**src/rtl/gpu_pixel_lane_fifo_if.sv**
```systemverilog
// ---------------------------------------------------------------------------
// gpu_pixel_lane_fifo_if
//
// Purpose:
//   Bundles the write, pop, flush and status signals of the pixel lane FIFO
//   so the producer/consumer side and the FIFO itself connect through a
//   single port. Clock and reset are not part of the bundle.
//
// Parameters:
//   LANES        pixels per written word (2 or 4)
//   PIX_W        pixel width in bits
//   DEPTH_WIDTH  log2 of the number of stored words
//
// Signals:
//   i_write      write request for i_data
//   i_data       packed pixels, lane 0 in the low PIX_W bits
//   o_canWrite   at least one word slot is free
//   i_pop        0 none, 1 consume one pixel, 2 consume two, 3 none
//   o_pix0       oldest unread pixel
//   o_pix1       second-oldest unread pixel
//   o_pixCount   number of unread pixels stored
//   i_forceMask  force the top bit of o_pix0/o_pix1 high
//   i_flush      synchronous clear of contents and error flags
//   o_overflow   sticky: a write arrived while full
//   o_underflow  sticky: a pop asked for more pixels than stored
//
// Modports:
//   master  the side that writes words and pops pixels
//   slave   the FIFO
// ---------------------------------------------------------------------------
interface gpu_pixel_lane_fifo_if #(
   parameter int LANES       = 2,
   parameter int PIX_W       = 16,
   parameter int DEPTH_WIDTH = 4
);

   localparam int CNT_W = DEPTH_WIDTH + $clog2(LANES) + 1;

   logic                   i_write;
   logic [LANES*PIX_W-1:0] i_data;
   logic                   o_canWrite;
   logic [1:0]             i_pop;
   logic [PIX_W-1:0]       o_pix0;
   logic [PIX_W-1:0]       o_pix1;
   logic [CNT_W-1:0]       o_pixCount;
   logic                   i_forceMask;
   logic                   i_flush;
   logic                   o_overflow;
   logic                   o_underflow;

   modport master (
      output i_write,
      output i_data,
      input  o_canWrite,
      output i_pop,
      input  o_pix0,
      input  o_pix1,
      input  o_pixCount,
      output i_forceMask,
      output i_flush,
      input  o_overflow,
      input  o_underflow
   );

   modport slave (
      input  i_write,
      input  i_data,
      output o_canWrite,
      input  i_pop,
      output o_pix0,
      output o_pix1,
      output o_pixCount,
      input  i_forceMask,
      input  i_flush,
      output o_overflow,
      output o_underflow
   );

endinterface

```
**src/rtl/gpu_pixel_lane_fifo.sv**
```systemverilog
// ---------------------------------------------------------------------------
// gpu_pixel_lane_fifo
//
// Purpose:
//   Word-wide write, pixel-granular read FIFO. Producers push whole words of
//   LANES pixels; the consumer sees the two oldest unread pixels
//   first-word-fall-through and pops zero, one or two of them per cycle.
//   Errors (write while full, pop beyond stored pixels) are dropped and
//   latched in sticky flags until flush or reset.
//
// Parameters:
//   LANES        pixels per written word; only 2 and 4 are meaningful
//   PIX_W        pixel width in bits
//   DEPTH_WIDTH  storage holds 2^DEPTH_WIDTH words
//
// Ports:
//   i_clk        single clock, all state updates on its rising edge
//   i_nrst       asynchronous active-low reset
//   bus          gpu_pixel_lane_fifo_if slave modport carrying write data,
//                pop request, flush, force-mask and all status outputs
// ---------------------------------------------------------------------------
module gpu_pixel_lane_fifo #(
   parameter int LANES       = 2,
   parameter int PIX_W       = 16,
   parameter int DEPTH_WIDTH = 4
) (
   input  logic                  i_clk,
   input  logic                  i_nrst,
   gpu_pixel_lane_fifo_if.slave  bus
);

   localparam int DEPTH = 1 << DEPTH_WIDTH;
   localparam int LW    = $clog2(LANES);
   localparam int PW    = DEPTH_WIDTH + LW;
   localparam int CNT_W = PW + 1;
   localparam int WC_W  = DEPTH_WIDTH + 1;

   localparam logic [PIX_W-1:0] MSB_MASK = {1'b1, {(PIX_W-1){1'b0}}};

   // Storage is organised as words of lanes so the pixel pointer can index
   // it directly with its word and lane fields.
   logic [PIX_W-1:0] mem [DEPTH][LANES];

   // The read pointer is {word index, lane index}. Because LANES is a power
   // of two, a plain binary add wraps the lane into the word and the word
   // modulo the depth with no extra logic.
   logic [PW-1:0]          rd_ptr;
   logic [DEPTH_WIDTH-1:0] wr_ptr;
   logic [WC_W-1:0]        word_count;
   logic [CNT_W-1:0]       pix_count;
   logic                   overflow;
   logic                   underflow;

   logic [DEPTH_WIDTH-1:0] rd_word;
   logic [LW-1:0]          rd_lane;
   logic [PW-1:0]          nxt_ptr;
   logic [DEPTH_WIDTH-1:0] nxt_word;
   logic [LW-1:0]          nxt_lane;

   logic                   can_write;
   logic                   write_ok;
   logic                   write_drop;
   logic [CNT_W-1:0]       pop_num;
   logic                   pop_bad;
   logic [CNT_W-1:0]       pop_take;
   logic [LW:0]            lane_sum;
   logic                   word_free;
   logic [WC_W-1:0]        word_count_next;
   logic [CNT_W-1:0]       pix_count_next;
   logic [PW-1:0]          rd_ptr_next;

   // Write acceptance looks only at the registered word count, so a word
   // freed by a pop this cycle cannot be reused until the next cycle.
   assign can_write  = (word_count < WC_W'(DEPTH));
   assign write_ok   = bus.i_write & can_write;
   assign write_drop = bus.i_write & ~can_write;

   // Decode the pop request, reject it whole if it asks for more pixels than
   // are stored, and work out whether it consumes the last lane of the
   // current word (a pop of two can cross into the next word, but with at
   // least two lanes per word it never releases more than one).
   always_comb begin
      pop_num = '0;
      case (bus.i_pop)
         2'd1:    pop_num = CNT_W'(1);
         2'd2:    pop_num = CNT_W'(2);
         default: pop_num = '0;
      endcase

      pop_bad  = (pop_num > pix_count);
      pop_take = pop_bad ? '0 : pop_num;

      lane_sum  = {1'b0, rd_lane} + pop_take[LW:0];
      word_free = (lane_sum >= (LW+1)'(LANES));

      rd_ptr_next     = rd_ptr + pop_take[PW-1:0];
      word_count_next = word_count + WC_W'(write_ok) - WC_W'(word_free);
      pix_count_next  = pix_count + (write_ok ? CNT_W'(LANES) : '0) - pop_take;
   end

   // Pointer, count and flag registers. Flush wins over any write or pop in
   // the same cycle; the sticky flags only ever set outside of flush.
   always_ff @(posedge i_clk or negedge i_nrst) begin
      if (!i_nrst) begin
         rd_ptr     <= '0;
         wr_ptr     <= '0;
         word_count <= '0;
         pix_count  <= '0;
         overflow   <= 1'b0;
         underflow  <= 1'b0;
      end else if (bus.i_flush) begin
         rd_ptr     <= '0;
         wr_ptr     <= '0;
         word_count <= '0;
         pix_count  <= '0;
         overflow   <= 1'b0;
         underflow  <= 1'b0;
      end else begin
         rd_ptr     <= rd_ptr_next;
         wr_ptr     <= wr_ptr + DEPTH_WIDTH'(write_ok);
         word_count <= word_count_next;
         pix_count  <= pix_count_next;
         overflow   <= overflow | write_drop;
         underflow  <= underflow | pop_bad;
      end
   end

   // Storage has no reset; stale contents are never visible because the
   // counts say nothing is stored after reset or flush.
   always_ff @(posedge i_clk) begin
      if (write_ok && !bus.i_flush) begin
         for (int l = 0; l < LANES; l++) begin
            mem[wr_ptr][l] <= bus.i_data[l*PIX_W +: PIX_W];
         end
      end
   end

   // The second pixel is simply the one at pointer+1, which naturally moves
   // to lane 0 of the following word when the oldest pixel is a last lane.
   assign rd_word  = rd_ptr[PW-1:LW];
   assign rd_lane  = rd_ptr[LW-1:0];
   assign nxt_ptr  = rd_ptr + PW'(1);
   assign nxt_word = nxt_ptr[PW-1:LW];
   assign nxt_lane = nxt_ptr[LW-1:0];

   // The force mask only touches what leaves the block, never storage.
   assign bus.o_pix0 = mem[rd_word][rd_lane]   | (bus.i_forceMask ? MSB_MASK : '0);
   assign bus.o_pix1 = mem[nxt_word][nxt_lane] | (bus.i_forceMask ? MSB_MASK : '0);

   assign bus.o_canWrite  = can_write;
   assign bus.o_pixCount  = pix_count;
   assign bus.o_overflow  = overflow;
   assign bus.o_underflow = underflow;

endmodule
```
**src/flat_wrapper.sv**
```systemverilog
// flat-port wrapper written by rule: the top's interface ports become plain ports
module gpu_pixel_lane_fifo_flat 
#(
   parameter int LANES       = 2,
   parameter int PIX_W       = 16,
   parameter int DEPTH_WIDTH = 4
)
  (i_clk, i_nrst, bus_i_write, bus_i_data, bus_o_canWrite, bus_i_pop, bus_o_pix0, bus_o_pix1, bus_o_pixCount, bus_i_forceMask, bus_i_flush, bus_o_overflow, bus_o_underflow);
  gpu_pixel_lane_fifo_if #(.LANES(LANES), .PIX_W(PIX_W), .DEPTH_WIDTH(DEPTH_WIDTH)) bus_i ();
  input  logic i_clk;
  input  logic i_nrst;
  input wire logic [$bits(bus_i.i_write)-1:0] bus_i_write;
  input wire logic [$bits(bus_i.i_data)-1:0] bus_i_data;
  output wire logic [$bits(bus_i.o_canWrite)-1:0] bus_o_canWrite;
  input wire logic [$bits(bus_i.i_pop)-1:0] bus_i_pop;
  output wire logic [$bits(bus_i.o_pix0)-1:0] bus_o_pix0;
  output wire logic [$bits(bus_i.o_pix1)-1:0] bus_o_pix1;
  output wire logic [$bits(bus_i.o_pixCount)-1:0] bus_o_pixCount;
  input wire logic [$bits(bus_i.i_forceMask)-1:0] bus_i_forceMask;
  input wire logic [$bits(bus_i.i_flush)-1:0] bus_i_flush;
  output wire logic [$bits(bus_i.o_overflow)-1:0] bus_o_overflow;
  output wire logic [$bits(bus_i.o_underflow)-1:0] bus_o_underflow;
  assign bus_i.i_write = bus_i_write;
  assign bus_i.i_data = bus_i_data;
  assign bus_o_canWrite = bus_i.o_canWrite;
  assign bus_i.i_pop = bus_i_pop;
  assign bus_o_pix0 = bus_i.o_pix0;
  assign bus_o_pix1 = bus_i.o_pix1;
  assign bus_o_pixCount = bus_i.o_pixCount;
  assign bus_i.i_forceMask = bus_i_forceMask;
  assign bus_i.i_flush = bus_i_flush;
  assign bus_o_overflow = bus_i.o_overflow;
  assign bus_o_underflow = bus_i.o_underflow;
  gpu_pixel_lane_fifo #(.LANES(LANES), .PIX_W(PIX_W), .DEPTH_WIDTH(DEPTH_WIDTH)) u_core (.i_clk(i_clk), .i_nrst(i_nrst), .bus(bus_i));
endmodule
```
**config.mk**
```make
export PLATFORM = sky130hd
export DESIGN_NAME = gpu_pixel_lane_fifo_flat
export DESIGN_NICKNAME = d
export VERILOG_FILES = /design/src/rtl/gpu_pixel_lane_fifo_if.sv /design/src/rtl/gpu_pixel_lane_fifo.sv /design/src/flat_wrapper.sv
export SDC_FILE = /design/constraint.sdc
export NUM_CORES = 1
export LEC_CHECK = 0
export CAP_MARGIN = 20
export CORE_MARGIN = 2
export CORE_UTILIZATION = 62
export DETAILED_ROUTE_END_ITERATION = 8
export GPL_TIMING_DRIVEN = 0
export PLACE_DENSITY = 0.78
export SYNTH_ARGS = -nofsm -noshare
export SYNTH_HDL_FRONTEND = slang
export SYNTH_SLANG_ARGS = --single-unit
```
**constraint.sdc**
```tcl
create_clock -name i_clk -period 4.7 [get_ports i_clk]
set_input_delay 0.47 -clock i_clk [delete_from_list [all_inputs] [get_ports i_clk]]
set_output_delay 0.47 -clock i_clk [all_outputs]
set_load 0.05 [all_outputs]
```
== After elaboration in Yosys (flattened, before gate mapping) ==
Memories as Yosys holds them, arrays and structs flattened.
Cells that the tools add are included.

* Magnitude comparators: 5
* Muxes and demuxes: 18
* Add/subtract/negate cells: 8
* Reductions and logical operators: 2
* Bitwise logic cells: 9
* Equality and inequality tests: 2

{| class="wikitable"
|+ Operators by type and width
! operator !! number
|-
| $mux W16 || 7
|-
| $or A16 B16 Y16 || 2
|-
| $mux W5 || 2
|-
| $add A6 B6 Y6 || 1
|-
| $ge A2 B2 Y1 const B || 3
|-
| $gt A2 B6 Y1 || 1
|-
| $mux W6 || 1
|-
| $sub A6 B6 Y6 || 1
|-
| $add A5 B1 Y5 || 1
|-
| $add A5 B1 Y5 const B || 1
|-
| $add A5 B5 Y5 || 1
|-
| $lt A5 B5 Y1 const B || 1
|-
| $sub A5 B1 Y5 || 1
|-
| $add A4 B1 Y4 || 1
|-
| $mux W1 || 4
|-
| $mux W2 || 2
|-
| $mux W4 || 1
|-
| $not A1 Y2 || 2
|-
| $pmux W2 S2 || 1
|-
| $add A1 B2 Y2 || 1
|-
| $and A1 B1 Y1 || 2
|-
| $eq A2 B1 Y1 const B || 1
|-
| $eq A2 B2 Y1 const B || 1
|-
| $or A1 B1 Y1 || 2
|-
| 3 further kinds || 3
|}

* Bits in writable memories: 512
* Memories kept: 1
* Word-level logic and storage cells: 51
* Input bits: 39
* Register bits after elaboration: 22
* Output and inout port bits: 41

{| class="wikitable"
|+ Memory list
! name !! words !! width !! rd ports !! clocked after Yosys merged registers in !! wr ports !! line !! RTL
|-
| u_core.mem || 16 || 32 || 2 || 0 || 1 || gpu_pixel_lane_fifo.sv:42 || <nowiki>logic [PIX_W-1:0] mem [DEPTH][LANES];</nowiki>
|}

== Logic depth before layout (Yosys ltp) ==
* Depth after elaboration: 8
* Gate-level depth with buffers: 17
* Depth with buffers taken out: 17

== Worst setup path after synthesis ==
OpenSTA, ideal clock, no wires.

* Kind: register to register
* Start point: register u_core.word_count[4]
* End point: memory u_core.mem[1][0] in the netlist's numbering (enable)
* Cell stages (with the launch flop): 6
* Slack: 0.713 ns
* Required time: 4.239 ns
* Period minus slack after synthesis: 3.987 ns
* Library setup time: 0.461 ns
* Buffers on the path: 0
* Data arrival time: 3.526 ns
* Cell sequence: dfrtp_1 > inv_1 > nand2_1 > nor3b_1 > nand2b_1 > nor3_1

* Longest elaborated chain between the ends: 5

{| class="wikitable"
|+ Ends and longest elaborated chain
! element !! line !! RTL
|-
| start, declared || gpu_pixel_lane_fifo.sv:49 || <nowiki>logic [WC_W-1:0] word_count;</nowiki>
|-
| start signal, assigned || gpu_pixel_lane_fifo.sv:121 || <nowiki>word_count <= word_count_next;</nowiki>
|-
| $lt A5 B5 Y1 || gpu_pixel_lane_fifo.sv:74 || <nowiki>assign can_write = (word_count < WC_W'(DEPTH));</nowiki>
|-
| net bus_o_canWrite || flat_wrapper.sv:14 || <nowiki>output wire logic [$bits(bus_i.o_canWrite)-1:0] bus_o_canWrite;</nowiki>
|-
| $and A1 B1 Y1 || gpu_pixel_lane_fifo.sv:75 || <nowiki>assign write_ok = bus.i_write & can_write;</nowiki>
|-
| $logic_and A1 B1 Y1 || gpu_pixel_lane_fifo.sv:131 || <nowiki>if (write_ok && !bus.i_flush) begin</nowiki>
|-
| $mux W1 || gpu_pixel_lane_fifo.sv:131 ||
|-
| $mux W1 (implied by the code) || gpu_pixel_lane_fifo.sv:133 || <nowiki>mem[wr_ptr][l] <= bus.i_data[l*PIX_W +: PIX_W];</nowiki>
|-
| end, declared || gpu_pixel_lane_fifo.sv:42 ||
|}

The timed path passes the listed nets, and every way through them passes these cells.

== Worst setup path in the final report ==
* Start point: register u_core.rd_ptr[2]
* End point: output port bus_o_pix1[5]

* Longest elaborated chain between the ends: 6

{| class="wikitable"
|+ Ends and longest elaborated chain
! element !! line !! RTL
|-
| start, declared || gpu_pixel_lane_fifo.sv:47 || <nowiki>logic [PW-1:0] rd_ptr;</nowiki>
|-
| start signal, assigned || gpu_pixel_lane_fifo.sv:119 || <nowiki>rd_ptr <= rd_ptr_next;</nowiki>
|-
| $add A5 B1 Y5 || gpu_pixel_lane_fifo.sv:142 || <nowiki>assign nxt_ptr = rd_ptr + PW'(1);</nowiki>
|-
| $mem_v2 Z16 W32 || - ||
|-
| $mux W16 (implied by the code) (3 in a row) || gpu_pixel_lane_fifo.sv:148 || <nowiki>assign bus.o_pix1 = mem[nxt_word][nxt_lane] | (bus.i_forceMask ? MSB_MASK : '0);</nowiki>
|-
| $or A16 B16 Y16 || gpu_pixel_lane_fifo.sv:148 ||
|-
| end, declared || flat_wrapper.sv:17 || <nowiki>output wire logic [$bits(bus_i.o_pix1)-1:0] bus_o_pix1;</nowiki>
|}

No other way between the ends. The select of a mux whose other input is x is not followed.

==> flow_summary.rst <==
.. list-table::
   :header-rows: 1

   * - Metric
     - Value
   * - Iteration-0 DRC Markers
     - around 2300
   * - Slack of the worst reg-to-reg path
     - roughly 1.4 ns
   * - Clock group share of total power
     - a little under a third
   * - TritonCTS sink count
     - roughly 530
   * - Avg Vias per Cell
     - ~7.5
   * - Post-synth net total
     - roughly 1300
   * - Post-detailed-route wirelength per cell
     - 36.97 um
   * - Maximum resistive drop on vdd
     - ~0.0005 V
   * - Number of violations of the max-capacitance limit
     - 0
   * - Unrepaired setup endpoints after global routing
     - no
   * - Post-Syn Area per Cell
     - a little over 20 um2
   * - Reg2reg path depth
     - 17
   * - Final Setup Violations
     - 0
   * - Logic pwr share
     - between 30% and 40%
   * - Leading cell types in the layout, fill and taps excluded
     - edfxtp_1 (512), mux4_2 (285), clkdlybuf4s50_1 (67)
   * - Starting Density
     - 62.88%
   * - Filler cell count in the final layout
     - around 2300
   * - Clock tree from TritonCTS
     - built
   * - Share of cells above drive strength 1
     - between 30% and 40%
   * - Run status
     - finished, final reports clean
   * - Part of the power in registers
     - 38.3%
   * - Static Leak
     - about 9.3 nW
   * - Total of flip-flops plus latches after synthesis
     - between 500 and 600
   * - Total number of vias
     - between 10000 and 15000
   * - Vertical die dimension
     - a little over 200 um
   * - Maximum clock insertion buffer count
     - 3
   * - Site row count
     - 73
   * - Ports
     - 80
   * - Global-route wire length before repair
     - 104100 um
   * - Clock transition at the register clock pins on the worst setup and hold paths after CTS
     - roughly 0.060 ns
   * - Die area
     - 42010 um2
   * - Total power divided by cell area
     - 484.5 nW/um2
   * - Final non-filler cell area
     - between 20000 and 30000 um2
   * - Antenna violations before repair
     - 2
   * - Detailed Route WL
     - ~73000 um
   * - R2R Path Start
     - u_core.bus.o_pixCount[1]
   * - Maximum clock frequency
     - between 200 and 250 MHz
   * - Capturing point of the worst reg2reg path
     - u_core.word_count[4]
   * - Final total power
     - around 14 mW
   * - Hold Violations, Final
     - 0
   * - Maximum number of pins on one net before global-route repair
     - 23
   * - Total half-perimeter wirelength after legalization and detailed placement
     - around 48000 um
   * - Worst slew slack as a fraction of its limit
     - roughly 24%
   * - Worst Setup Path Type
     - reg2out
   * - Insertion delay of the later-clocked pin in the worst-skew pair
     - 0.61 ns
   * - Sequential fraction of the synthesis area
     - between 60% and 70%
   * - Switching Share
     - a little under a third
   * - Setup crit start kind
     - flip-flop
   * - Most frequently used flop master after synthesis
     - edfxtp_1
   * - Clock skew after layout
     - around 0.021 ns
   * - Switching Power
     - 4.268 mW
   * - Number of distinct library cells after synthesis
     - 49
   * - Max-slew violation total from the final report
     - 0
   * - Measured slew at the worst slew-check pin
     - about 1.1 ns
   * - Synthesis-to-layout area growth
     - 16.06%
   * - Post-route DRC
     - 0
   * - All-layer global routing usage
     - around 36%
   * - Internal Dissipation
     - slightly below 10 mW
   * - Syn Inst Count
     - between 1000 and 1500
   * - Gr ovfl total
     - 0
   * - Arrival time of the worst setup path
     - approximately 4.2 ns
   * - Crit path capture type
     - output port
   * - Proportion of synthesized flip-flops having asynchronous set or reset
     - under 10%
   * - Worst hold-check path type
     - in2async
   * - Fin crit share
     - 99.44%
   * - Width of the die
     - around 200 um
   * - Mapped cell area
     - roughly 25000 um2
   * - Global placement routability congestion
     - about 0.84
   * - Clock buffer count from CTS
     - 54
   * - Placed standard-cell area
     - around 27000 um2
   * - Residual antenna-violating net count after detailed routing
     - 0
   * - Post-CTS setup buffers
     - 0
   * - Master cell of the clock root buffer
     - clkbuf_16
   * - Post-layout minimum cycle time
     - 4.674 ns
   * - PortBufs
     - just under 80
   * - H-tree levels
     - 2
   * - Worst setup path startpoint
     - u_core.rd_ptr[2]
   * - Number of optimization iterations in the first detailed-route pass
     - 6
   * - Vias in the first global route
     - 14862
   * - Number of hold-repair buffers added at the cts stage
     - 0
   * - Crit path required time
     - around 4.2 ns
   * - Net total in the final layout
     - roughly 1500
   * - Largest fanout of any net on the critical path
     - 10
   * - Number of enable-type register cells in the synthesized netlist
     - just over 500
   * - Core Area
     - around 40000 um2
   * - Synth Warn #
     - 0
   * - End point of the critical path
     - bus_o_pix1[5]
   * - Most common cell after layout, fill and taps aside
     - edfxtp_1
cell families (layout without fill, tap and decap cells):
family                     count (synthesis)  after routing  synth area share (%)
buffers and inverters                    113            323                 2.168
DFF                                      534            534                 63.59
adders and majority gates                 23             23                 1.229
other                                      0              2                     0
muxes                                    330            330                 27.50
xor gates and xnor gates                  19             19                0.7395
AOI/OAI and AO/OA                         73             73                 2.079
and+or+nand+nor                          146            146                 2.688
power by group through the flow:
stage               Clock (mW)  Sequential [mW]  Combinational, mW
CTS                       4.47             5.39               4.17
floorplan                    0             5.56               2.78
finish                    4.47             5.39               4.22
global route              4.66             5.40               4.41
detailed placement           0             5.49               4.16
global placement             0             5.50               4.07
worst min-delay path by stage:
stage / endpoint / slack [ns] / cells past startpoint
2_1_floorplan: u_core.bus.o_overflow / 0.17 / 0
3_3_place_gp: u_core.bus.o_overflow / 0.48 / 2
3_5_place_dp: u_core.bus.o_overflow / 0.49 / 2
4_1_cts: u_core.word_count[1] / 0.46 / 1
5_1_grt: u_core.bus.o_pixCount[3] / 0.21 / 1
6_report: u_core.wr_ptr[3] / 0.17 / 1
synth_stat cells (2+ instances only):
cell	n	share of area, %
buf_1	11	0.16
a21o_1	3	0.090
fa_1	3	0.24
a22oi_1	15	0.45
dfrtp_1	22	2.2
and3_1	6	0.15
nor3b_1	3	0.090
buf_4	11	0.33
buf_2	38	0.76
nand2b_1	6	0.15
mux2_2	15	0.67
o21ai_0	4	0.080
nor2b_1	9	0.22
a32o_1	10	0.40
nand3_1	18	0.36
and2_1	3	0.075
xnor2_1	11	0.38
inv_1	21	0.31
mux2i_1	30	1.2
a21oi_1	21	0.42
or3_1	2	0.050
clkbuf_1	26	0.39
nor3_1	10	0.20
nand4_1	2	0.050
mux4_2	285	26
a31oi_1	6	0.15
edfxtp_1	512	61
ha_1	19	0.95
nand2_1	49	0.73
a221oi_1	4	0.14
nor2_1	36	0.54
buf_6	4	0.18
xor2_1	7	0.24
per-layer routing:
layer	GRT usage, %	vias to the layer above	routed length, um
li1	-	5640	-
met1	48.82	7637	24270
met2	55.79	1343	34080
met3	10.40	241	10680
met4	17.60	0	4000
met5	0	-	0
flip-flops by register name, summed over array words and instances, names as in the netlist:
| register | count |
|---|---|
| u_core.bus.o_overflow | 1 |
| u_core.bus.o_pixCount | 6 |
| u_core.bus.o_underflow | 1 |
| u_core.mem | 512 |
| u_core.rd_ptr | 5 |
| u_core.word_count | 5 |
| u_core.wr_ptr | 4 |
area by class of cell:
| type | count | area, um2 | share of cell area [%] |
|---|---|---|---|
| antenna | 2 | 5.005 | 0.01722 |
| clock buffer | 68 | 1445 | 4.972 |
| multi-input combinational | 591 | 8720 | 30.00 |
| sequential | 534 | 15930 | 54.79 |
| tap | 525 | 656.9 | 2.260 |
| buffer | 88 | 501.7 | 1.726 |
| clock inverter | 31 | 376.6 | 1.296 |
| inverter | 23 | 86.33 | 0.2970 |
| timing repair buffer | 113 | 1348 | 4.636 |
worst max-delay path, cell delays in order, from the launching register on:
cell and delay [ns]:
dfrtp_1 0.33, buf_2 0.18, buf_2 0.33, nand2_1 0.22
xnor2_2 0.48, buf_4 0.36, mux2i_1 0.19, a22oi_2 0.43
and3_1 0.24, clkdlybuf4s50_1 0.81
timing repair:
action                                  in CTS  in global routing
endpoints found under the setup margin      31                 10
gates cloned                                 0                  0
pin swaps                                    0                  0
resized for setup                           31                 17
through the flow:
step | utilization, % | setup WS, ns | cells | hold slack (ns) | setup TNS (ns)
global route | 72.97 | 0.003213 | 1973 | 0.2113 | 0
floorplan | - | 0.7127 | 1238 | 0.1744 | 0
global placement | 66.52 | -2.711 | 1842 | 0.4806 | -545.28
detailed placement | 68.14 | 0.2083 | 1875 | 0.4875 | 0
CTS | 72.84 | 0.01784 | 1972 | 0.4578 | 0
finish | 72.98 | 0.02632 | 1975 | 0.1664 | 0
Power figures use the tool's default switching activity.
